--- config.mk ---
export PLATFORM = sky130hd
export DESIGN_NAME = chirp_gen_stream
export DESIGN_NICKNAME = d
export VERILOG_FILES = /design/src/rtl/chirp_pkg.sv /design/src/rtl/chirp_sine_lut.sv /design/src/rtl/chirp_gen_stream.sv
export SDC_FILE = /design/constraint.sdc
export NUM_CORES = 1
export LEC_CHECK = 0
export ABC_AREA = 1
export CORE_UTILIZATION = 47
export DETAILED_ROUTE_END_ITERATION = 8
export GPL_TIMING_DRIVEN = 0
export SLEW_MARGIN = 20
export SYNTH_ARGS = -nofsm -noshare
export SYNTH_HDL_FRONTEND = slang
export SYNTH_HIERARCHICAL = 1
export SYNTH_SLANG_ARGS = --single-unit
--- constraint.sdc ---
create_clock -name i_clk -period 12.2 [get_ports i_clk]
set_input_delay 1.22 -clock i_clk [delete_from_list [all_inputs] [get_ports i_clk]]
set_output_delay 1.22 -clock i_clk [all_outputs]
set_load 0.05 [all_outputs]
--- src/rtl/chirp_pkg.sv ---
// Shared definitions for the streaming chirp generator: register map, FSM states,
// MODE field layout and the spreading-factor clamp.
package chirp_pkg;

  localparam logic [1:0] ADDR_SF     = 2'd0;
  localparam logic [1:0] ADDR_SYMBOL = 2'd1;
  localparam logic [1:0] ADDR_MODE   = 2'd2;
  localparam logic [1:0] ADDR_REPEAT = 2'd3;

  localparam int MODE_DOWN_BIT = 0;
  localparam int MODE_OSR_LSB  = 1;
  localparam int MODE_OSR_W    = 3;

  typedef enum logic [1:0] {
    ST_IDLE,
    ST_LOAD,
    ST_RUN,
    ST_DONE
  } chirp_state_e;

  function automatic int unsigned clamp_sf(input int unsigned v, input int unsigned lo,
                                           input int unsigned hi);
    if (v < lo) return lo;
    if (v > hi) return hi;
    return v;
  endfunction

endpackage

--- src/rtl/chirp_sine_lut.sv ---
// Combinational quarter-wave sine ROM: folds the LUT_ADDR+2 phase MSBs into one quadrant,
// looks up the magnitude and applies the sign.
module chirp_sine_lut #(
  parameter int DATA_WIDTH = 8,
  parameter int LUT_ADDR   = 6
) (
  input  logic [LUT_ADDR+1:0]          phase_i,
  output logic signed [DATA_WIDTH-1:0] sample_o
);

  localparam int     QSIZE = 1 << LUT_ADDR;
  localparam int     AMP   = (1 << (DATA_WIDTH - 1)) - 1;
  localparam longint ONE   = 64'sd1 << 30;
  localparam longint PI_S  = 64'sd3373259426;

  // round(AMP * sin(pi/2 * idx / QSIZE)) via a fixed-point Taylor series, so the table
  // follows DATA_WIDTH/LUT_ADDR without any real arithmetic.
  function automatic int quarter_sine(input int idx);
    longint x, term, sum;
    x    = (PI_S * longint'(idx)) / longint'(2 * QSIZE);
    term = x;
    sum  = x;
    for (int n = 1; n <= 8; n++) begin
      term = -((((term * x) / ONE) * x) / ONE) / longint'((2 * n) * (2 * n + 1));
      sum  = sum + term;
    end
    return int'((sum * longint'(AMP) + ONE / 2) / ONE);
  endfunction

  logic [DATA_WIDTH-2:0] rom [QSIZE];

  for (genvar gi = 0; gi < QSIZE; gi++) begin : g_rom
    localparam int ENTRY = quarter_sine(gi);
    assign rom[gi] = (DATA_WIDTH-1)'(ENTRY);
  end

  logic [1:0]            quad;
  logic [LUT_ADDR-1:0]   addr;
  logic [LUT_ADDR-1:0]   addr_mir;
  logic [DATA_WIDTH-2:0] mag;

  assign quad     = phase_i[LUT_ADDR+1:LUT_ADDR];
  assign addr     = phase_i[LUT_ADDR-1:0];
  assign addr_mir = ~addr + LUT_ADDR'(1);

  // Mirrored quadrants at offset 0 land on the peak, which sits one past the table end.
  always_comb begin
    mag = rom[addr];
    if (quad[0]) begin
      mag = (addr == '0) ? (DATA_WIDTH-1)'(AMP) : rom[addr_mir];
    end
    sample_o = quad[1] ? -$signed({1'b0, mag}) : $signed({1'b0, mag});
  end

endmodule

--- src/rtl/chirp_gen_stream.sv ---
// Register-configured up/down chirp source on a valid/ready stream with cyclic shift,
// oversampling and multi-symbol frames. Define CHIRP_IQ_EN to add the cosine output o_data_q.
module chirp_gen_stream
  import chirp_pkg::*;
#(
  parameter int PHASE_WIDTH = 32,
  parameter int MAX_SF      = 8,
  parameter int MIN_SF      = 5,
  parameter int DATA_WIDTH  = 8,
  parameter int LUT_ADDR    = 6
) (
  input  logic                         i_clk,
  input  logic                         i_rst_n,
  input  logic                         i_cfg_we,
  input  logic [1:0]                   i_cfg_addr,
  input  logic [MAX_SF-1:0]            i_cfg_wdata,
  input  logic                         i_start,
  output logic                         o_busy,
  output logic                         o_valid,
  input  logic                         i_ready,
  output logic signed [DATA_WIDTH-1:0] o_data,
  output logic                         o_last,
  output logic                         o_done_n
`ifdef CHIRP_IQ_EN
  ,
  output logic signed [DATA_WIDTH-1:0] o_data_q
`endif
);

  localparam int SF_W  = $clog2(MAX_SF + 1);
  localparam int OSR_W = (1 << MODE_OSR_W) - 1;
  localparam int IDX_W = LUT_ADDR + 2;

  chirp_state_e state_q, state_d;

  logic [SF_W-1:0]       sf_q, sf_d;
  logic [MAX_SF-1:0]     symbol_q, symbol_d;
  logic [3:0]            mode_q, mode_d;
  logic [MAX_SF-1:0]     repeat_q, repeat_d;

  logic [SF_W-1:0]       sh_sf_q, sh_sf_d;
  logic [MAX_SF-1:0]     sh_symbol_q, sh_symbol_d;
  logic                  sh_down_q, sh_down_d;
  logic [MODE_OSR_W-1:0] sh_osr_q, sh_osr_d;
  logic [MAX_SF-1:0]     sh_repeat_q, sh_repeat_d;

  logic [PHASE_WIDTH-1:0] phase_q, phase_d;
  logic [MAX_SF-1:0]      k_q, k_d;
  logic [OSR_W-1:0]       s_q, s_d;
  logic [MAX_SF-1:0]      sym_cnt_q, sym_cnt_d;
  logic signed [DATA_WIDTH-1:0] data_i_q, data_i_d;
  logic                   last_q, last_d;

  logic                   xfer, load_sample;
  logic [MAX_SF-1:0]      n_mask, fi, k_nx;
  logic [OSR_W-1:0]       osr_mask, s_nx;
  logic                   k_wrap, s_wrap, final_xfer;
  logic [PHASE_WIDTH-1:0] half, freq;
  logic [7:0]             shamt;
  logic [IDX_W-1:0]       lut_idx_i;
  logic signed [DATA_WIDTH-1:0] lut_out_i;

  always_comb begin
    state_d     = state_q;
    sf_d        = sf_q;
    symbol_d    = symbol_q;
    mode_d      = mode_q;
    repeat_d    = repeat_q;
    sh_sf_d     = sh_sf_q;
    sh_symbol_d = sh_symbol_q;
    sh_down_d   = sh_down_q;
    sh_osr_d    = sh_osr_q;
    sh_repeat_d = sh_repeat_q;
    phase_d     = phase_q;
    k_d         = k_q;
    s_d         = s_q;
    sym_cnt_d   = sym_cnt_q;
    last_d      = last_q;
    load_sample = 1'b0;

    xfer     = (state_q == ST_RUN) && i_ready;
    n_mask   = ~({MAX_SF{1'b1}} << sh_sf_q);
    osr_mask = ~({OSR_W{1'b1}} << sh_osr_q);
    k_wrap   = (k_q == n_mask);
    s_wrap   = (s_q == osr_mask);
    s_nx     = s_wrap ? '0 : s_q + 1'b1;
    k_nx     = s_wrap ? (k_wrap ? '0 : k_q + 1'b1) : k_q;
    final_xfer = xfer && s_wrap && k_wrap && (sym_cnt_q == sh_repeat_q);

    // Bin offset fi - N/2 scaled so one symbol of N*OSR samples sweeps the full band.
    fi    = (sh_down_q ? sh_symbol_q - k_q : sh_symbol_q + k_q) & n_mask;
    half  = PHASE_WIDTH'(1) << (sh_sf_q - 1'b1);
    shamt = 8'(PHASE_WIDTH) - 8'(sh_sf_q) - 8'(sh_osr_q);
    freq  = (PHASE_WIDTH'(fi) - half) << shamt;

    unique case (state_q)
      ST_IDLE: begin
        if (i_cfg_we) begin
          unique case (i_cfg_addr)
            ADDR_SF:     sf_d = SF_W'(clamp_sf(32'(i_cfg_wdata), MIN_SF, MAX_SF));
            ADDR_SYMBOL: symbol_d = i_cfg_wdata;
            ADDR_MODE:   mode_d = i_cfg_wdata[3:0];
            ADDR_REPEAT: repeat_d = i_cfg_wdata;
            default: ;
          endcase
        end
        if (i_start) state_d = ST_LOAD;
      end
      ST_LOAD: begin
        sh_sf_d     = sf_q;
        sh_symbol_d = symbol_q;
        sh_down_d   = mode_q[MODE_DOWN_BIT];
        sh_osr_d    = mode_q[MODE_OSR_LSB +: MODE_OSR_W];
        sh_repeat_d = repeat_q;
        phase_d     = '0;
        k_d         = '0;
        s_d         = '0;
        sym_cnt_d   = '0;
        last_d      = 1'b0;
        load_sample = 1'b1;
        state_d     = ST_RUN;
      end
      ST_RUN: begin
        if (xfer) begin
          phase_d     = phase_q + freq;
          s_d         = s_nx;
          k_d         = k_nx;
          last_d      = (k_nx == n_mask) && (s_nx == osr_mask);
          load_sample = 1'b1;
          if (s_wrap && k_wrap) sym_cnt_d = sym_cnt_q + 1'b1;
          if (final_xfer) state_d = ST_DONE;
        end
      end
      ST_DONE: state_d = ST_IDLE;
      default: state_d = ST_IDLE;
    endcase
  end

  // The next sample is looked up from the next phase so it is ready in the transfer cycle.
  assign lut_idx_i = phase_d[PHASE_WIDTH-1 -: IDX_W];
  assign data_i_d  = load_sample ? lut_out_i : data_i_q;

  chirp_sine_lut #(
    .DATA_WIDTH (DATA_WIDTH),
    .LUT_ADDR   (LUT_ADDR)
  ) u_lut_i (
    .phase_i  (lut_idx_i),
    .sample_o (lut_out_i)
  );

`ifdef CHIRP_IQ_EN
  logic [IDX_W-1:0]             lut_idx_q;
  logic signed [DATA_WIDTH-1:0] lut_out_q;
  logic signed [DATA_WIDTH-1:0] data_q_q, data_q_d;

  assign lut_idx_q = lut_idx_i + IDX_W'(1 << LUT_ADDR);
  assign data_q_d  = load_sample ? lut_out_q : data_q_q;

  chirp_sine_lut #(
    .DATA_WIDTH (DATA_WIDTH),
    .LUT_ADDR   (LUT_ADDR)
  ) u_lut_q (
    .phase_i  (lut_idx_q),
    .sample_o (lut_out_q)
  );

  always_ff @(posedge i_clk or negedge i_rst_n) begin
    if (!i_rst_n) data_q_q <= '0;
    else          data_q_q <= data_q_d;
  end

  assign o_data_q = data_q_q;
`endif

  always_ff @(posedge i_clk or negedge i_rst_n) begin
    if (!i_rst_n) begin
      state_q     <= ST_IDLE;
      sf_q        <= SF_W'(MIN_SF);
      symbol_q    <= '0;
      mode_q      <= '0;
      repeat_q    <= '0;
      sh_sf_q     <= SF_W'(MIN_SF);
      sh_symbol_q <= '0;
      sh_down_q   <= 1'b0;
      sh_osr_q    <= '0;
      sh_repeat_q <= '0;
      phase_q     <= '0;
      k_q         <= '0;
      s_q         <= '0;
      sym_cnt_q   <= '0;
      data_i_q    <= '0;
      last_q      <= 1'b0;
    end else begin
      state_q     <= state_d;
      sf_q        <= sf_d;
      symbol_q    <= symbol_d;
      mode_q      <= mode_d;
      repeat_q    <= repeat_d;
      sh_sf_q     <= sh_sf_d;
      sh_symbol_q <= sh_symbol_d;
      sh_down_q   <= sh_down_d;
      sh_osr_q    <= sh_osr_d;
      sh_repeat_q <= sh_repeat_d;
      phase_q     <= phase_d;
      k_q         <= k_d;
      s_q         <= s_d;
      sym_cnt_q   <= sym_cnt_d;
      data_i_q    <= data_i_d;
      last_q      <= last_d;
    end
  end

  assign o_busy   = (state_q != ST_IDLE);
  assign o_valid  = (state_q == ST_RUN);
  assign o_done_n = (state_q != ST_DONE);
  assign o_data   = data_i_q;
  assign o_last   = last_q;

endmodule
==> results of run 1 <==
## worst max-delay path by stage
stage | endpoint | depth (start not counted)
finish | o_data[6] | 65
global route | o_data[6] | 69
CTS | o_data[6] | 64
detailed placement | o_data[6] | 64
global placement | o_data[6] | 65
floorplan | o_data[6] | 65
## tightest hold or removal path: stages, from the launching register on
cell	delay (ns)
dfrtp_1	0.34
nand2_1	0.06
nand2_1	0.06
## report_power, final
group	total, W	internal, W	switching [W]
logic	0.000330	0.000119	0.000210
clock network	0.000513	0.000291	0.000222
registers	0.000425	0.000399	0.0000260
## state kept, by name (all words and copies together), names as in the netlist, 2 cells and up
name,flops
mode_q,4
symbol_q,8
sh_sf_q,4
sh_symbol_q,8
repeat_q,8
state_q,2
k_q,8
o_data,8
sh_osr_q,3
s_q,7
sym_cnt_q,8
sh_repeat_q,8
phase_q,32
sf_q,4
## stage by stage
stage	worst slack [ns]	cell area (µm²)	utilization (%)	total power [W]	hold slack (ns)
finish	1.24	12600	53.5	0.00127	0.474
global route	0.000510	12600	53.5	0.00134	0.498
CTS	1.33	12600	53.5	0.00127	0.483
detailed placement	1.38	12000	51.0	0.000753	0.468
global placement	1.48	11900	50.9	0.000751	0.459
floorplan	3.61	11300	-	0.000671	0.443
## routing by layer
metal / up-vias / part of all wire [%] / track usage (%)
met2: 374 / 43 / 43.0
met5: - / 0 / 0
met4: 0 / 2.2 / 8.45
met1: 5273 / 49 / 39.6
li1: 5840 / - / -
met3: 53 / 5.5 / 4.05
## placed cells by master, fill, tap and decap left out, types with 10 or more instances in the layout
cell type / Yosys / routed
nand3_1: 133 / 133
clkbuf_16: 0 / 17
nor3_1: 16 / 16
nor2_1: 154 / 154
a21oi_1: 95 / 95
buf_2: 12 / 12
mux2_2: 15 / 15
inv_1: 191 / 191
xor2_1: 24 / 24
clkdlybuf4s50_1: 0 / 25
ha_1: 76 / 76
xnor2_1: 16 / 16
inv_2: 11 / 11
nand2_2: 14 / 14
o21ai_1: 10 / 10
nand2_1: 468 / 468
or2_2: 12 / 12
o31ai_1: 11 / 11
a31oi_1: 12 / 12
clkbuf_1: 29 / 29
o22ai_1: 21 / 21
o21ai_0: 168 / 168
dfrtp_1: 110 / 110
nand4_1: 18 / 18
## cell families (layout without fill, tap and decap cells)
kind of cell | count (synthesis) | after routing | share of synthesized area [%]
fa+ha+maj | 80 | 80 | 9.14
flops | 114 | 114 | 25.3
compound gates | 363 | 363 | 18.1
xor+xnor | 41 | 41 | 3.25
simple gates | 856 | 856 | 33.2
buf+inv | 260 | 319 | 9.39
mux | 16 | 16 | 1.59
## final cells by class
class                      count  area (µm²)  share of cell area, %
multi-input combinational   1356        7360                   58.6
clock inverter                15         160                   1.28
timing repair buffer          27         289                   2.30
inverter                     206         777                   6.19
sequential                   114        2860                   22.8
clock buffer                  17         425                   3.39
buffer                        54         282                   2.24
tap                          319         399                   3.18
==> flow_metrics.env, run 1 <==
export IMPL_status="completed"
export IMPL_ys_seq_area_share_pct=25.3
export IMPL_crit_path_frequent_cell="nand2_1"
export IMPL_clock_latency_ns=0.42
export IMPL_syn_area_um2=11300
export IMPL_cp_arrival_ns=11.27
export IMPL_cts_made_buffers=17
export IMPL_clock_sinks=114
export IMPL_die_area_um2=24600
export IMPL_path_clk_slew_ns=0.07
export IMPL_final_cells=2108
export IMPL_synth_seq_cells=114
export IMPL_irDropWorstVdd_mv=0.0799
export IMPL_n_antenna_cell=0
export IMPL_cts_tree="done"
export IMPL_crit_path_max_fanout=10
export IMPL_finalMaxSlewViolations=0
export IMPL_ios=27
export IMPL_grt_max_degree=75
export IMPL_port_buffers=26
export IMPL_htree_levels=4
export IMPL_relSlewSlack_pct=46.1
export IMPL_yosys_top_cells_count="nand2_1 (468), inv_1 (191), o21ai_0 (168)"
export IMPL_synth_distinct_cells=67
export IMPL_globalplace_congestion=0.974
export IMPL_r2r_cells=65
export IMPL_synth_cells=1730
export IMPL_rsz0062_at_grt="no"
export IMPL_critPathLaunchType="flip-flop"
export IMPL_areaGrowthSynthToFinish_pct=11.3
export IMPL_worst_path_buf_inv=12
export IMPL_period_share_pct=89.9
export IMPL_ant_nets=0
export IMPL_whs_path_depth=2
export IMPL_synth_area_leaders="dfrtp_1 (24%), nand2_1 (16%), ha_1 (8.4%), o21ai_0 (7.5%), inv_1 (6.4%)"
export IMPL_synth_ff_type="dfrtp_1"
export IMPL_synth_edf_count=0
export IMPL_tightest_slew_ns=0.800
export IMPL_drc=0
export IMPL_min_from="repeat_q[7]"
export IMPL_cts_root_buf="clkbuf_16"
export IMPL_die_x_um=157
export IMPL_fin_nets=1871
export IMPL_grt_pass1_wl_mm=53.4
export IMPL_synth_area_leader_cell="dfrtp_1"
export IMPL_finalSetupViolations=0
export IMPL_power_leakage_nw=6.35
export IMPL_regToRegSetupSlack_ns=1.24
export IMPL_hold_path_end="sh_repeat_q[7]"
export IMPL_track_usage_pct=27.7
export IMPL_hold_buffers=0
export IMPL_synth_top_area_share_pct=24.4
export IMPL_skew_ns=0.0165
export IMPL_dp_cells=2076
export IMPL_syn_nets=1825
export IMPL_hp_class="flip-flop to flip-flop"
export IMPL_fp_row_count=56
export IMPL_coreArea_um2=23500
export IMPL_wl_per_cell_um=15.6
export IMPL_synth_async_reset_ratio_pct=100
export IMPL_clockBufferDepth=2
export IMPL_drive_above_1_share_pct=8.27
export IMPL_vias=11540
export IMPL_worstPathRequired_ns=12.51
export IMPL_via_per_inst=5.47
export IMPL_antenna_found_initial=0
export IMPL_fill_cells=2318
export IMPL_critPathLaunch="k_q[0]"
export IMPL_first_global_vias=10596
export IMPL_avgSynthCellArea_um2=6.52
export IMPL_hold_violations=0
export IMPL_ctsResizeCount=0
export IMPL_drv_cap=0
export IMPL_cts_post_setup_buffers_inserted=0
export IMPL_finalCriticalPeriod_ns=10.96
export IMPL_synth_most_common_cell="nand2_1"
export IMPL_path_class="flip-flop to flip-flop"
export IMPL_dp_hpwl_mm=25.6
export IMPL_cpPeakStageDelay_ns=0.58
export IMPL_start_util_pct=48.0
export IMPL_yosysWarnings=6
export IMPL_slowest_stage="o311ai_0"
export IMPL_end_kind="flip-flop"
export IMPL_crit_family="compound AO/OA/AOI/OAI gates"
export IMPL_fin_setup_tns_ns=0
export IMPL_r2r_end="o_data[6]"
export IMPL_die_h_um=157
export IMPL_drt_pass1_iterations=7
export IMPL_power_density_nw_per_um2=101
export IMPL_overflow=0
export IMPL_r2r_start="k_q[0]"
export IMPL_routed_wl_mm=32.9
export IMPL_max_freq_mhz=91.2
export IMPL_drtIter0Drc=916
Power figures use the tool's default switching activity.
==> run 2, diff against run 1 <==
CORE_ASPECT_RATIO = 1.1   (was not set)
==> run 2 against run 1 <==
  * Sequential share of layout area barely moved
  * Global-route usage fell by 0.089 points
  * Count of clock-buffer cells in the layout rose by 1
  * Hold slack improved by 0.0037 ns
  * Core utilization fell by 0.42 points
  * Critical path type unchanged
  * Largest cell class unchanged
==> flow_metrics.env, run 2 (same netlist as run 1, synthesis figures left out) <==
export IMPL_slowest_stage="o21ai_0"
export IMPL_intPower_w=0.000823
export IMPL_grt_max_degree=73
export IMPL_hp_class="flip-flop to flip-flop"
export IMPL_vias=11408
export IMPL_ctsResizeCount=0
export IMPL_first_global_vias=10796
export IMPL_cp_arrival_ns=11.32
export IMPL_ios=27
export IMPL_areaGrowthSynthToFinish_pct=11.1
export IMPL_cts_made_buffers=17
export IMPL_power_frac_clock_pct=40.2
export IMPL_n_antenna_cell=0
export IMPL_relSlewSlack_pct=38.6
export IMPL_die_area_um2=24600
export IMPL_clock_sinks=114
export IMPL_swShare_pct=34.7
export IMPL_critPathLaunchType="flip-flop"
export IMPL_dp_hpwl_mm=25.6
export IMPL_regToRegSetupSlack_ns=1.18
export IMPL_path_class="flip-flop to flip-flop"
export IMPL_power_density_nw_per_um2=101
export IMPL_r2r_end="o_data[6]"
export IMPL_finalCriticalPeriod_ns=11.02
export IMPL_irDropWorstVdd_mv=0.0857
export IMPL_sequentialPowerShare_pct=33.8
export IMPL_fill_cells=2447
export IMPL_crit_path_max_fanout=10
export IMPL_htree_levels=4
export IMPL_routed_wl_mm=32.9
export IMPL_clockBufferDepth=2
export IMPL_largest_reg_flops=32
export IMPL_clock_latency_ns=0.42
export IMPL_fin_total_pwr_w=0.00126
export IMPL_hold_path_end="sh_repeat_q[5]"
export IMPL_drive_above_1_share_pct=8.22
export IMPL_coreArea_um2=23600
export IMPL_r2r_start="k_q[0]"
export IMPL_drv_cap=0
export IMPL_cpPeakStageDelay_ns=0.65
export IMPL_rsz0062_at_grt="no"
export IMPL_status="completed"
export IMPL_whs_path_depth=2
export IMPL_cts_tree="done"
export IMPL_p_sw_w=0.000437
export IMPL_final_common_cell="nand2_1"
export IMPL_period_share_pct=90.3
export IMPL_globalplace_congestion=0.981
export IMPL_hold_buffers=0
export IMPL_cts_post_setup_buffers_inserted=0
export IMPL_drc=0
export IMPL_fin_nets=1871
export IMPL_min_from="repeat_q[5]"
export IMPL_end_kind="flip-flop"
export IMPL_fp_row_count=59
export IMPL_wl_per_cell_um=15.7
export IMPL_fin_setup_tns_ns=0
export IMPL_r2r_cells=65
export IMPL_regMostFlops="phase_q"
export IMPL_skew_ns=0.0186
export IMPL_combPwrFrac_pct=26.0
export IMPL_drtIter0Drc=772
export IMPL_finalSetupViolations=0
export IMPL_antenna_found_initial=0
export IMPL_max_freq_mhz=90.8
export IMPL_drt_pass1_iterations=6
export IMPL_overflow=0
export IMPL_hold_violations=0
export IMPL_power_leakage_nw=6.35
export IMPL_tightest_slew_ns=0.912
export IMPL_path_clk_slew_ns=0.06
export IMPL_track_usage_pct=27.6
export IMPL_worstPathRequired_ns=12.50
export IMPL_cts_root_buf="clkbuf_16"
export IMPL_die_h_um=164
export IMPL_grt_pass1_wl_mm=53.7
export IMPL_crit_path_frequent_cell="nand2_1"
export IMPL_finalMaxSlewViolations=0
export IMPL_final_cell_mix="nand2_1 (468), inv_1 (191), o21ai_0 (168), nor2_1 (154), nand3_1 (133)"
export IMPL_start_util_pct=47.7
export IMPL_via_per_inst=5.45
export IMPL_port_buffers=26
export IMPL_die_x_um=150
export IMPL_ant_nets=0
-- run 2: cell count changes in the layout (fill, tap and decap cells not counted), sizes merged --
cell / delta
bufinv: +1
inv: -8
clkinv: +6
clkbuf: +1
-- run 2: cell type report --
type / count / area, µm² / share of cell area [%]
Clock inverter: 14 / 155 / 1.24
Multi-Input combinational cell: 1356 / 7360 / 58.7
Clock buffer: 18 / 429 / 3.42
Tap cell: 305 / 382 / 3.05
Inverter: 206 / 777 / 6.20
Timing Repair Buffer: 27 / 289 / 2.31
Buffer: 54 / 282 / 2.25
Sequential cell: 114 / 2860 / 22.8
-- run 2: worst max path at each step --
stage	from	endpoint	slack, ns
finish	k_q[0]	o_data[6]	1.18
global route	k_q[0]	o_data[6]	0.09
CTS	k_q[0]	o_data[6]	1.40
detailed placement	k_q[0]	o_data[6]	1.47
global placement	k_q[0]	o_data[6]	1.47
floorplan	k_q[0]	o_data[6]	3.61
-- run 2: stage by stage --
step	instances	hold slack, ns	utilization, %	cell area (µm²)	setup WS, ns
floorplan	1730	0.443	-	11300	3.61
global placement	2061	0.461	50.5	11900	1.47
detailed placement	2062	0.472	50.6	11900	1.47
CTS	2094	0.484	53.1	12500	1.40
global route	2094	0.505	53.1	12500	0.0940
finish	2094	0.478	53.1	12500	1.18
-- run 2: metal layers --
metal / GRT usage [%] / part of all wire, % / up-vias / wire length (µm)
met5: 0 / 0 / - / 0
met4: 8.08 / 2.0 / 0 / 665
met3: 4.50 / 4.7 / 50 / 1560
met2: 45.1 / 45 / 304 / 14900
met1: 37.4 / 48 / 5214 / 15800
li1: - / - / 5840 / -
-- run 2: power groups by stage --
stage	Clock [W]	Combinational [W]	Sequential, W
4_1_cts	0.000514	0.000328	0.000425
5_1_grt	0.000530	0.000371	0.000428
3_5_place_dp	0	0.000324	0.000431
2_1_floorplan	0	0.000245	0.000426
3_3_place_gp	0	0.000321	0.000431
6_report	0.000507	0.000328	0.000425
-- run 2: critical path: cells and delay by family (launching register included) --
family	cells	cell delay, ns
and+or+nand+nor	31	2.57
adders and majority gates	8	2.38
buffers and inverters	13	1.79
DFF	1	0.50
AOI/OAI and AO/OA	12	3.38
muxes	1	0.25
==> run 3, diff against run 2 <==
ABC_CLOCK_PERIOD_IN_PS = 12200   (was not set)
==> results of run 3 <==
No change in the layout: final DEF, timing and power equal those of run 2.
